## src/rtl/wb_pkg.sv

```systemverilog
// ---------------------------------------------------------------------------
// wb_pkg
// Shared types and constants for the two-master Wishbone B4 classic arbiter:
// arbiter state encoding, master index constants and default bus widths.
// ---------------------------------------------------------------------------
package wb_pkg;

   localparam int unsigned WB_ADDR_W = 32;
   localparam int unsigned WB_DATA_W = 32;

   // Master indices, also the encoding of the registered "last granted" bit
   localparam logic WB_M0 = 1'b0;
   localparam logic WB_M1 = 1'b1;

   typedef enum logic [1:0] {
      IDLE   = 2'd0,
      OWN_M0 = 2'd1,
      OWN_M1 = 2'd2
   } arb_state_t;

   // Ownership state corresponding to a master index
   function automatic arb_state_t own_state(input logic m);
      return (m == WB_M1) ? OWN_M1 : OWN_M0;
   endfunction

endpackage

```

## src/rtl/wb_watchdog.sv

```systemverilog
// ---------------------------------------------------------------------------
// wb_watchdog
// Counts consecutive cycles of an unanswered strobe and flags expiry for one
// cycle when the run reaches TIMEOUT (the flagged cycle is the TIMEOUT-th).
// TIMEOUT = 0 disables expiry entirely.
// Ports:
//   clk_i, rst_n_i : clock, async active-low reset
//   i_en           : strobe high with no ack/err this cycle
//   i_clr          : grant released/changing, restart the count
//   o_expire_c     : combinational one-cycle expiry flag
// ---------------------------------------------------------------------------
module wb_watchdog #(
   parameter int unsigned TIMEOUT = 255
) (
   input  logic clk_i,
   input  logic rst_n_i,
   input  logic i_en,
   input  logic i_clr,
   output logic o_expire_c
);

   localparam int unsigned CNT_W    = (TIMEOUT == 0) ? 1 : $clog2(TIMEOUT + 1);
   localparam int unsigned LAST_CNT = (TIMEOUT == 0) ? 0 : TIMEOUT - 1;
   localparam bit          WD_ON    = (TIMEOUT != 0);

   logic [CNT_W-1:0] r_cnt;

   // r_cnt holds the unanswered cycles already elapsed, so the current cycle
   // is number r_cnt+1 of the run
   assign o_expire_c = WD_ON && i_en && (r_cnt == CNT_W'(LAST_CNT));

   // Run-length counter; restarts on any response, idle strobe, clear or expiry
   always_ff @(posedge clk_i or negedge rst_n_i) begin
      if (!rst_n_i) begin
         r_cnt <= '0;
      end else if (!WD_ON || i_clr || !i_en || o_expire_c) begin
         r_cnt <= '0;
      end else begin
         r_cnt <= r_cnt + CNT_W'(1);
      end
   end

endmodule

```

## src/rtl/wb_bus_arbiter.sv

```systemverilog
// ---------------------------------------------------------------------------
// wb_bus_arbiter
// Round-robin arbiter sharing one Wishbone B4 classic slave port between the
// instruction-fetch master (M0) and the data master (M1). The grant is held
// for a whole CYC; slave-side signals and returns are zero-latency muxes of
// the owner. A watchdog forces an error on slaves that never answer.
// Ports:
//   clk_i, rst_n_i          : clock, async active-low reset
//   m0_* / m1_*             : master-side Wishbone ports (cyc/stb/we/addr/
//                             dat/sel in, dat/ack/err out)
//   wbs_*_o                 : slave-side request (cyc/stb/we/addr/dat/sel)
//   wbs_dat_i/ack_i/err_i   : slave response
// ---------------------------------------------------------------------------
module wb_bus_arbiter
   import wb_pkg::*;
#(
   parameter  int unsigned ADDR_W  = WB_ADDR_W,
   parameter  int unsigned DATA_W  = WB_DATA_W,
   parameter  int unsigned TIMEOUT = 255,
   localparam int unsigned SEL_W   = DATA_W / 8
) (
   input  logic              clk_i,
   input  logic              rst_n_i,
   // M0 (instruction fetch)
   input  logic              m0_cyc_i,
   input  logic              m0_stb_i,
   input  logic              m0_we_i,
   input  logic [ADDR_W-1:0] m0_addr_i,
   input  logic [DATA_W-1:0] m0_dat_i,
   input  logic [SEL_W-1:0]  m0_sel_i,
   output logic [DATA_W-1:0] m0_dat_o,
   output logic              m0_ack_o,
   output logic              m0_err_o,
   // M1 (data)
   input  logic              m1_cyc_i,
   input  logic              m1_stb_i,
   input  logic              m1_we_i,
   input  logic [ADDR_W-1:0] m1_addr_i,
   input  logic [DATA_W-1:0] m1_dat_i,
   input  logic [SEL_W-1:0]  m1_sel_i,
   output logic [DATA_W-1:0] m1_dat_o,
   output logic              m1_ack_o,
   output logic              m1_err_o,
   // Slave
   output logic              wbs_cyc_o,
   output logic              wbs_stb_o,
   output logic              wbs_we_o,
   output logic [ADDR_W-1:0] wbs_addr_o,
   output logic [DATA_W-1:0] wbs_dat_o,
   output logic [SEL_W-1:0]  wbs_sel_o,
   input  logic [DATA_W-1:0] wbs_dat_i,
   input  logic              wbs_ack_i,
   input  logic              wbs_err_i
);

   arb_state_t r_state;
   logic       r_last;

   logic w_release;
   logic w_stb;
   logic w_expire;

   // Current owner has dropped CYC: the grant is up for arbitration this edge
   assign w_release = ((r_state == OWN_M0) && !m0_cyc_i) ||
                      ((r_state == OWN_M1) && !m1_cyc_i);

   // Grant FSM: ties go to the master that was not granted last
   always_ff @(posedge clk_i or negedge rst_n_i) begin
      if (!rst_n_i) begin
         r_state <= IDLE;
         r_last  <= WB_M0;
      end else if ((r_state == IDLE) || w_release) begin
         if (m0_cyc_i && m1_cyc_i) begin
            r_state <= own_state(~r_last);
            r_last  <= ~r_last;
         end else if (m0_cyc_i) begin
            r_state <= OWN_M0;
            r_last  <= WB_M0;
         end else if (m1_cyc_i) begin
            r_state <= OWN_M1;
            r_last  <= WB_M1;
         end else begin
            r_state <= IDLE;
         end
      end
   end

   // Slave-side request mux; strobe kept raw here so the watchdog sees it
   always_comb begin
      wbs_cyc_o  = 1'b0;
      w_stb      = 1'b0;
      wbs_we_o   = 1'b0;
      wbs_addr_o = '0;
      wbs_dat_o  = '0;
      wbs_sel_o  = '0;
      case (r_state)
         OWN_M0: begin
            wbs_cyc_o  = m0_cyc_i;
            w_stb      = m0_stb_i;
            wbs_we_o   = m0_we_i;
            wbs_addr_o = m0_addr_i;
            wbs_dat_o  = m0_dat_i;
            wbs_sel_o  = m0_sel_i;
         end
         OWN_M1: begin
            wbs_cyc_o  = m1_cyc_i;
            w_stb      = m1_stb_i;
            wbs_we_o   = m1_we_i;
            wbs_addr_o = m1_addr_i;
            wbs_dat_o  = m1_dat_i;
            wbs_sel_o  = m1_sel_i;
         end
         default: ;
      endcase
   end

   wb_watchdog #(
      .TIMEOUT (TIMEOUT)
   ) u_watchdog (
      .clk_i      (clk_i),
      .rst_n_i    (rst_n_i),
      .i_en       (w_stb & ~(wbs_ack_i | wbs_err_i)),
      .i_clr      (w_release),
      .o_expire_c (w_expire)
   );

   // Expiry withdraws the strobe so the slave sees the access terminated
   assign wbs_stb_o = w_stb & ~w_expire;

   // Responses go only to the owner; ack and err pass through independently
   always_comb begin
      m0_dat_o = '0;
      m0_ack_o = 1'b0;
      m0_err_o = 1'b0;
      m1_dat_o = '0;
      m1_ack_o = 1'b0;
      m1_err_o = 1'b0;
      case (r_state)
         OWN_M0: begin
            m0_dat_o = wbs_dat_i;
            m0_ack_o = wbs_ack_i;
            m0_err_o = wbs_err_i | w_expire;
         end
         OWN_M1: begin
            m1_dat_o = wbs_dat_i;
            m1_ack_o = wbs_ack_i;
            m1_err_o = wbs_err_i | w_expire;
         end
         default: ;
      endcase
   end

endmodule

```

## config.mk

```make
export PLATFORM = sky130hd
export DESIGN_NAME = wb_bus_arbiter
export DESIGN_NICKNAME = d
export VERILOG_FILES = /design/src/rtl/wb_pkg.sv /design/src/rtl/wb_watchdog.sv /design/src/rtl/wb_bus_arbiter.sv
export SDC_FILE = /design/constraint.sdc
export NUM_CORES = 1
export LEC_CHECK = 0
export CAP_MARGIN = 10
export CORE_AREA = 2 2 123 125
export CTS_BUF_LIST = sky130_fd_sc_hd__clkbuf_2 sky130_fd_sc_hd__clkbuf_4 sky130_fd_sc_hd__clkbuf_8
export CTS_CLUSTER_SIZE = 30
export DETAILED_ROUTE_END_ITERATION = 8
export DIE_AREA = 0 0 125 127
export PLACE_DENSITY = 0.6
export SYNTH_ARGS = -nofsm -noshare
export SYNTH_HDL_FRONTEND = slang
export SYNTH_SLANG_ARGS = --single-unit
```

## constraint.sdc

```tcl
create_clock -name clk_i -period 1.6 [get_ports clk_i]
set_input_delay 0.32 -clock clk_i [delete_from_list [all_inputs] [get_ports clk_i]]
set_output_delay 0.32 -clock clk_i [all_outputs]
set_load 0.005 [all_outputs]
```

After elaboration in Yosys (flattened, before gate mapping):

Cells that the tools add are included.

* bits in registers: 11
* bits of input ports: 178
* output and inout bits: 139
* logic and storage cells: 48

* $add $sub $neg: 1
* equality and inequality tests: 3
* multiplexer cells: 20
* bitwise logic cells: 7
* reduce and logical (&&, ||, !) cells: 14

Operators by type and width (count)
* one-hot mux 32 bit (2 select lines): 2
* 2-to-1 mux 32 bit: 2
* adder 8 x 1 -> 8 bit, second input constant: 1
* equality test 8 bit, second input constant: 1
* 2-to-1 mux 2 bit: 4
* 2-to-1 mux 8 bit: 1
* one-hot mux 4 bit (2 select lines): 1
* 2-to-1 mux 1 bit: 7
* one-hot mux 1 bit (2 select lines): 3
* logical AND 1 bit: 4
* logical OR 1 bit: 4
* zero test 1 bit: 3
* NOT 1 bit: 3
* nonzero test 3 bit: 1
* bitwise AND 1 bit: 2
* equality test 2 x 1 -> 1 bit, second input constant: 1
* equality test 2 bit, second input constant: 1
* zero test 2 bit: 1
* bitwise OR 1 bit: 2
* AND reduction 2 bit: 1

Depth between registers and ports, before layout:

Gate-level depths: netlist of run 1.

* depth in word-level cells: 7
* mapped depth: 7
* depth with buffers taken out: 6

By module:

A second synthesis of run 1 with hierarchy kept.

* cells, all modules: 308
* area, all modules: 2214.6 sq um

By module, submodules not included
* wb_bus_arbiter: instances 1, cells each 268, area each 1814.2 sq um, seq. area each 75.1 sq um
* wb_watchdog: instances 1, cells each 40, area each 400.4 sq um, seq. area each 200.2 sq um

Worst setup path before layout of run 1:

Ideal clock, no wire load.

* path type: register to output
* from: reg r_state[0]
* to: out wbs_dat_o[10]
* data arrival time: 1279 ps
* slack: 1 ps
* cell stages (with the launch flop): 8
* buffers on the path: 3
* cell sequence: dfrtp_1 inv_1 ha_1 buf_4 buf_4 buf_2 a22oi_1 nor2_1

* cells in the longest elaborated chain, start to end: 2
* elaborated cells on any way between the ends: 3

RTL lines
* from (decl): RTL line wb_bus_arbiter.sv:56 `arb_state_t r_state;`
* from (signal assigned): RTL line wb_bus_arbiter.sv:74 `r_state <= own_state(~r_last);`
* equality test 2 bit or equality test 2 x 1 -> 1 bit (tied branches): RTL line wb_bus_arbiter.sv:96 `case (r_state)`
* one-hot mux 32 bit (2 select lines) *: RTL line wb_bus_arbiter.sv:96
* to (decl): RTL line wb_bus_arbiter.sv:49 `output logic [DATA_W-1:0] wbs_dat_o,`

Mark *: on every way between the ends. The rest lies on a longest branch, timed or not.

Worst setup path in the final report of run 1:

* from: reg r_state[1]
* to: out wbs_dat_o[20]

Same word-level chain as after synthesis.

==> results of run 1 <==
## stage by stage
stage	utilization	worst slack (ns)
after floorplan	-	0.000808
after detailed placement	0.385	-0.649
after global placement	0.385	-0.646
after global routing	0.427	-0.571
after CTS	0.410	-0.658
final	0.427	-0.479
## final cells by class
class | count | area [sq um] | share of cell area
Timing Repair Buffer | 374 | 3640 | 0.591
Inverter | 6 | 22.5 | 0.00366
Multi-Input combinational cell | 255 | 1940 | 0.315
Sequential cell | 11 | 275 | 0.0447
Tap cell | 184 | 230 | 0.0374
Clock buffer | 4 | 48.8 | 0.00793
## synthesized netlist by cell type
library cell,count
o31ai_1,1
a221oi_2,1
a221oi_4,1
dfrtp_1,11
nor3_2,1
inv_1,3
nand3_1,3
a22oi_1,70
nor2b_1,2
clkbuf_1,16
inv_2,3
ha_1,5
and2_1,66
and4_1,1
a22oi_2,1
nor2_1,79
nand2_1,8
nand3_2,1
buf_2,11
a31oi_1,1
xnor2_1,3
nor3_1,3
o21ai_0,4
and3_1,1
buf_4,4
xor2_1,3
## final timing paths
check | start | endpoint | slack (ns) | cells after the start
worst max-delay path | r_state[1]$_DFFE_PN0P_ | wbs_dat_o[20] | -0.48 | 7
worst min-delay path | rst_n_i | u_watchdog.r_cnt[1]$_DFF_PN0_ | 0.42 | 1
max in group asynchronous | rst_n_i | u_watchdog.r_cnt[7]$_DFF_PN0_ | 0.84 | 1
worst min register to register | r_last$_DFFE_PN0P_ | r_last$_DFFE_PN0P_ | 0.53 | 1
worst max register to register | r_state[1]$_DFFE_PN0P_ | u_watchdog.r_cnt[4]$_DFF_PN0_ | -0.37 | 9
min in group clk_i | r_last$_DFFE_PN0P_ | r_last$_DFFE_PN0P_ | 0.53 | 1
## metal layers
layer,GRT usage,up-vias,share of wire
met5,0,-,0
met4,0.0268,0,0.012
met3,0.0419,15,0.083
met2,0.305,210,0.52
met1,0.191,1750,0.38
li1,-,1742,-
## registers in the layout, indices dropped and copies added, names as in the netlist
| name | cells |
|---|---|
| r_state | 2 |
| u_watchdog.r_cnt | 8 |
| r_last | 1 |
## power groups by stage
stage	registers, mW	clock network (mW)	logic, mW
floorplan	0.347	0	2.49
global placement	0.343	0	6.14
detailed placement	0.346	0	6.20
CTS	0.348	0.309	7.02
global route	0.355	0.315	8.65
finish	0.351	0.297	8.05
## repair_timing
item,in CTS,in global routing
buffers inserted,9,10
pin swaps,7,12
cloned,7,10
hold buffers,0,0
gates resized for setup,214,274
setup endpoints to repair,147,150
## cells by family (layout without fill, tap and decap cells)
| logic type | Yosys count | in the layout | share of synthesized area |
|---|---|---|---|
| compound gates | 79 | 79 | 0.308 |
| xor+xnor | 6 | 6 | 0.0264 |
| fa+ha+maj | 5 | 5 | 0.0315 |
| buf+inv | 37 | 384 | 0.0843 |
| flops | 11 | 11 | 0.138 |
| simple gates | 165 | 165 | 0.411 |
## worst register-to-register path, stage by stage (launching register included)
cell and delay (ns):
dfrtp_1 0.39, buf_6 0.13, ha_4 0.21, buf_12 0.15, buf_8 0.13, buf_6 0.11, buf_6 0.11, a221oi_4 0.31
nand3_4 0.21, nor2_2 0.15
==> results.sh, run 1 <==
export IMPL_status="finished, violations left"
export IMPL_violations="setup timing"
export IMPL_die_area_sq_um=15900
export IMPL_combPwrFrac=0.925
export IMPL_gp_congestion=0.831
export IMPL_finClkSkew_ns=0.00256
export IMPL_vias_per_cell=4.46
export IMPL_dp_cells=800
export IMPL_h_tree_depth=1
export IMPL_worst_path_max_delay_cell="dfrtp_1"
export IMPL_finalSetupViolCount=150
export IMPL_seq_power_share=0.040
export IMPL_ys_types=26
export IMPL_finalHoldViolCount=0
export IMPL_hpwl_um=10500
export IMPL_layout_setup_ws_ns=-0.479
export IMPL_wl_per_cell_um=18.3
export IMPL_holdWs_ns=0.422
export IMPL_yosys_warnings=0
export IMPL_final_cell_area_sq_um=6160
export IMPL_worst_setup_path_type="flip-flop to output pin"
export IMPL_path_delay_family="buffers and inverters"
export IMPL_synth_top_area_frac=0.264
export IMPL_grt_max_degree=60
export IMPL_synth_nets=486
export IMPL_syn_avg_cell_area_sq_um=6.56
export IMPL_clkPwrFrac=0.034
export IMPL_setup_tns_final_ns=-44.77
export IMPL_drtIter0Drc=130
export IMPL_final_cell_mix="clkdlybuf4s50_1 (177), nor2_1 (69), clkbuf_2 (54)"
export IMPL_crit_path_frequent_cell="buf_6"
export IMPL_worstMarginPinSlew_ns=0.513
export IMPL_slew_viol_final=0
export IMPL_ys_seq_area_frac=0.138
export IMPL_max_vdd_ir_drop_uv=667
export IMPL_synthesis_area_sq_um=1990
export IMPL_clkLatencyLatePin_ns=0.24
export IMPL_die_x_um=125
export IMPL_area_growth_pct=210
export IMPL_critPathMaxStageDelay_ns=0.39
export IMPL_core_rowCount=44
export IMPL_holdCritPathClass="primary input to asynchronous set/reset pin"
export IMPL_rsz0062_at_grt="yes"
export IMPL_clock_fmax_mhz=481
export IMPL_cts_tree="done"
export IMPL_ys_seq_elements=11
export IMPL_path_clk_slew_ns=0.05
export IMPL_root_buffer="clkbuf_8"
export IMPL_cp_end_kind="output pin"
export IMPL_start_kind="flip-flop"
export IMPL_power_density_nw_per_um2=1410
export IMPL_min_period_ns=2.08
export IMPL_antenna_found_initial=0
export IMPL_arrival_ns=1.76
export IMPL_finalPower_mw=8.70
export IMPL_grt_ovfl_total=0
export IMPL_fillCellCount=1450
export IMPL_io_pins=317
export IMPL_vias=3717
export IMPL_placed_area_sq_um=5550
export IMPL_p_int_mw=4.99
export IMPL_drive_gt1_frac=0.385
export IMPL_swShare=0.426
export IMPL_synthCells=303
export IMPL_detail_route_antenna_nets=0
export IMPL_yosys_area_top_type="a22oi_1"
export IMPL_max_cap_viol_count=0
export IMPL_relSlewSlack=0.657
export IMPL_worst_path_max_fanout=7
export IMPL_crit_path_cell_trace="buf_6 > ha_4 > buf_6 > clkbuf_16 > a22oi_1 > nor2_1 > dlygate4sd2_1"
export IMPL_remaining_drc_errors=0
export IMPL_numCtsBuffers=3
export IMPL_final_common_cell="clkdlybuf4s50_1"
export IMPL_firstDrtPassIters=4
export IMPL_stdcell_count=834
export IMPL_crit_buf_inv=4
export IMPL_core_area_sq_um=14400
export IMPL_io_buffers=316
export IMPL_grt_pass1_vias=3784
export IMPL_n_antenna_cell=0
export IMPL_netSwitchingPower_mw=3.70
export IMPL_fin_crit_sh=1.30
export IMPL_synth_area_leaders="a22oi_1 (26%), and2_1 (21%), nor2_1 (15%)"
export IMPL_grt_first_pass_wirelength_um=21000
export IMPL_cts_buffer_depth=2
export IMPL_cp_required_ns=1.28
export IMPL_layout_nets=834
export IMPL_wl_um=15300
export IMPL_track_usage=0.163
export IMPL_clock_sinks=11
export IMPL_start_util=0.138
export IMPL_leakage_nw=2.84
export IMPL_die_h_um=127
(Power assumes the default switching activity.)
==> inputs of run 2 (changes only) <==
CORE_AREA = 2 2 124 126   (was 2 2 123 125)
DIE_AREA = 0 0 126 128   (was 0 0 125 127)
DONT_BUFFER_PORTS = 1   (was unset)
PLACE_DENSITY = 0.31   (was 0.6)
==> run 2 against run 1 <==
  * The run still ends with setup timing left
  * Combinational power decreased by 34%
  * Via count decreased by 34%
  * Non-clock buffer count decreased by 327
  * Wire length decreased by 30%
  * Hold slack got worse by 0.22 ns
  * Clock skew increased by 0.0046 ns
  * Critical path depth unchanged
  * Clock power increased by 4%
  * Register-to-register slack improved by 0.17 ns
  * Sequential power about the same
  * First-iteration DRC count increased by 37%
==> results.sh, run 2 (synthesized netlist as in run 1, its figures left out) <==
export IMPL_worst_setup_path_type="flip-flop to output pin"
export IMPL_violations="setup timing"
export IMPL_numCtsBuffers=3
export IMPL_final_cell_area_sq_um=3050
export IMPL_die_h_um=128
export IMPL_max_vdd_ir_drop_uv=1060
export IMPL_layout_setup_ws_ns=-0.329
export IMPL_final_common_cell="nor2_1"
export IMPL_power_density_nw_per_um2=1960
export IMPL_path_clk_slew_ns=0.06
export IMPL_leakage_nw=1.10
export IMPL_hpwl_um=7130
export IMPL_finalSetupViolCount=150
export IMPL_largest_reg_flops=8
export IMPL_p_int_mw=2.96
export IMPL_max_cap_viol_count=0
export IMPL_worst_path_max_fanout=8
export IMPL_wl_per_cell_um=21.0
export IMPL_rsz0062_at_grt="yes"
export IMPL_netSwitchingPower_mw=3.03
export IMPL_die_area_sq_um=16100
export IMPL_wl_um=10700
export IMPL_grt_max_degree=52
export IMPL_finalHoldViolCount=0
export IMPL_clock_fmax_mhz=518
export IMPL_grt_first_pass_wirelength_um=12300
export IMPL_start_kind="flip-flop"
export IMPL_combPwrFrac=0.889
export IMPL_drive_gt1_frac=0.353
export IMPL_layout_nets=507
export IMPL_final_cell_mix="nor2_1 (62), a22oi_1 (55), and2_1 (54)"
export IMPL_cts_tree="done"
export IMPL_dp_cells=482
export IMPL_area_growth_pct=53.4
export IMPL_reg_largest_list="u_watchdog.r_cnt (8), r_state (2), r_last (1)"
export IMPL_clkLatencyLatePin_ns=0.25
export IMPL_root_buffer="clkbuf_8"
export IMPL_holdCritPathClass="primary input to flip-flop"
export IMPL_start_util=0.134
export IMPL_seq_power_share=0.059
export IMPL_n_antenna_cell=0
export IMPL_detail_route_antenna_nets=0
export IMPL_grt_pass1_vias=2060
export IMPL_stdcell_count=511
export IMPL_cp_end_kind="output pin"
export IMPL_clkPwrFrac=0.052
export IMPL_vias_per_cell=4.80
export IMPL_relSlewSlack=0.622
export IMPL_cts_buffer_depth=2
export IMPL_remaining_drc_errors=0
export IMPL_fin_crit_sh=1.21
export IMPL_firstDrtPassIters=4
export IMPL_core_rowCount=45
export IMPL_gp_congestion=0.798
export IMPL_die_x_um=126
export IMPL_drtIter0Drc=178
export IMPL_min_period_ns=1.93
export IMPL_h_tree_depth=1
export IMPL_io_pins=317
export IMPL_antenna_found_initial=0
export IMPL_largest_register="u_watchdog.r_cnt"
export IMPL_io_buffers=0
export IMPL_finClkSkew_ns=0.00719
export IMPL_grt_ovfl_total=0
export IMPL_cp_required_ns=1.28
export IMPL_placed_area_sq_um=2370
export IMPL_slew_viol_final=0
export IMPL_core_area_sq_um=14900
export IMPL_status="finished, violations left"
export IMPL_clock_sinks=11
export IMPL_track_usage=0.0984
export IMPL_arrival_ns=1.61
export IMPL_worstMarginPinSlew_ns=0.564
export IMPL_swShare=0.506
export IMPL_vias=2454
==> run 2: layout make-up <==
| cell class | count | area (sq um) |
|---|---|---|
| well taps | 188 | 235 |
| clock buffers | 4 | 48.8 |
| multi-input cells | 255 | 1810 |
| repair buffers | 47 | 649 |
| fillers | 1679 | 11800 |
| inverters | 6 | 27.5 |
| flip-flops and latches | 11 | 275 |
==> run 2: power groups by stage <==
stage	Sequential (mW)	Combinational, mW	Clock [mW]
3_5_place_dp	0.364	3.57	0
5_1_grt	0.360	5.69	0.337
4_1_cts	0.354	4.43	0.320
2_1_floorplan	0.347	2.49	0
6_report	0.354	5.33	0.309
3_3_place_gp	0.360	3.55	0
==> run 2: through the flow <==
stage	utilization	setup slack (ns)	power, mW	TNS (ns)	hold slack [ns]
floorplan	-	0.000808	2.84	0	0.0244
global placement	0.159	-0.148	3.91	-2.68	0.0248
detailed placement	0.159	-0.171	3.93	-4.21	0.0248
CTS	0.181	-0.334	5.10	-27.27	0.210
global route	0.205	-0.400	6.38	-45.03	0.212
finish	0.205	-0.329	5.99	-33.25	0.202
==> run 2: final timing paths <==
path	startpoint	to	slack, ns	cells after the start
worst max register to register	r_state[1]$_DFFE_PN0P_	r_last$_DFFE_PN0P_	-0.20	7
max in group asynchronous	rst_n_i	u_watchdog.r_cnt[6]$_DFF_PN0_	0.72	1
min in group asynchronous	rst_n_i	u_watchdog.r_cnt[4]$_DFF_PN0_	0.51	1
worst max-delay path	r_state[0]$_DFFE_PN0P_	wbs_dat_o[28]	-0.33	7
worst min register to register	r_last$_DFFE_PN0P_	r_last$_DFFE_PN0P_	0.51	1
worst min-delay path	m1_cyc_i	r_state[1]$_DFFE_PN0P_	0.20	2
==> run 2: routing by layer <==
| layer | track usage | vias up | part of all wire |
|---|---|---|---|
| met5 | 0 | - | 0 |
| met2 | 0.174 | 163 | 0.52 |
| met4 | 0.0181 | 0 | 0.0045 |
| met3 | 0.0138 | 6 | 0.073 |
| li1 | - | 1090 | - |
| met1 | 0.129 | 1195 | 0.41 |
==> run 2: critical path: stages (launching register included) <==
cell	delay [ns]
dfrtp_1	0.39
buf_4	0.15
ha_4	0.20
buf_4	0.16
a22oi_2	0.15
buf_4	0.15
nor2_1	0.04
buf_4	0.14
==> run 2: timing repair <==
action                                  in CTS  in global routing
pin swaps                                    6                 12
hold endpoints to repair                    11                  0
endpoints found under the setup margin     148                149
hold buffers                                 1                  0
gates resized for setup                     32                 47
gates cloned                                 3                  6
setup buffers                                5                 10
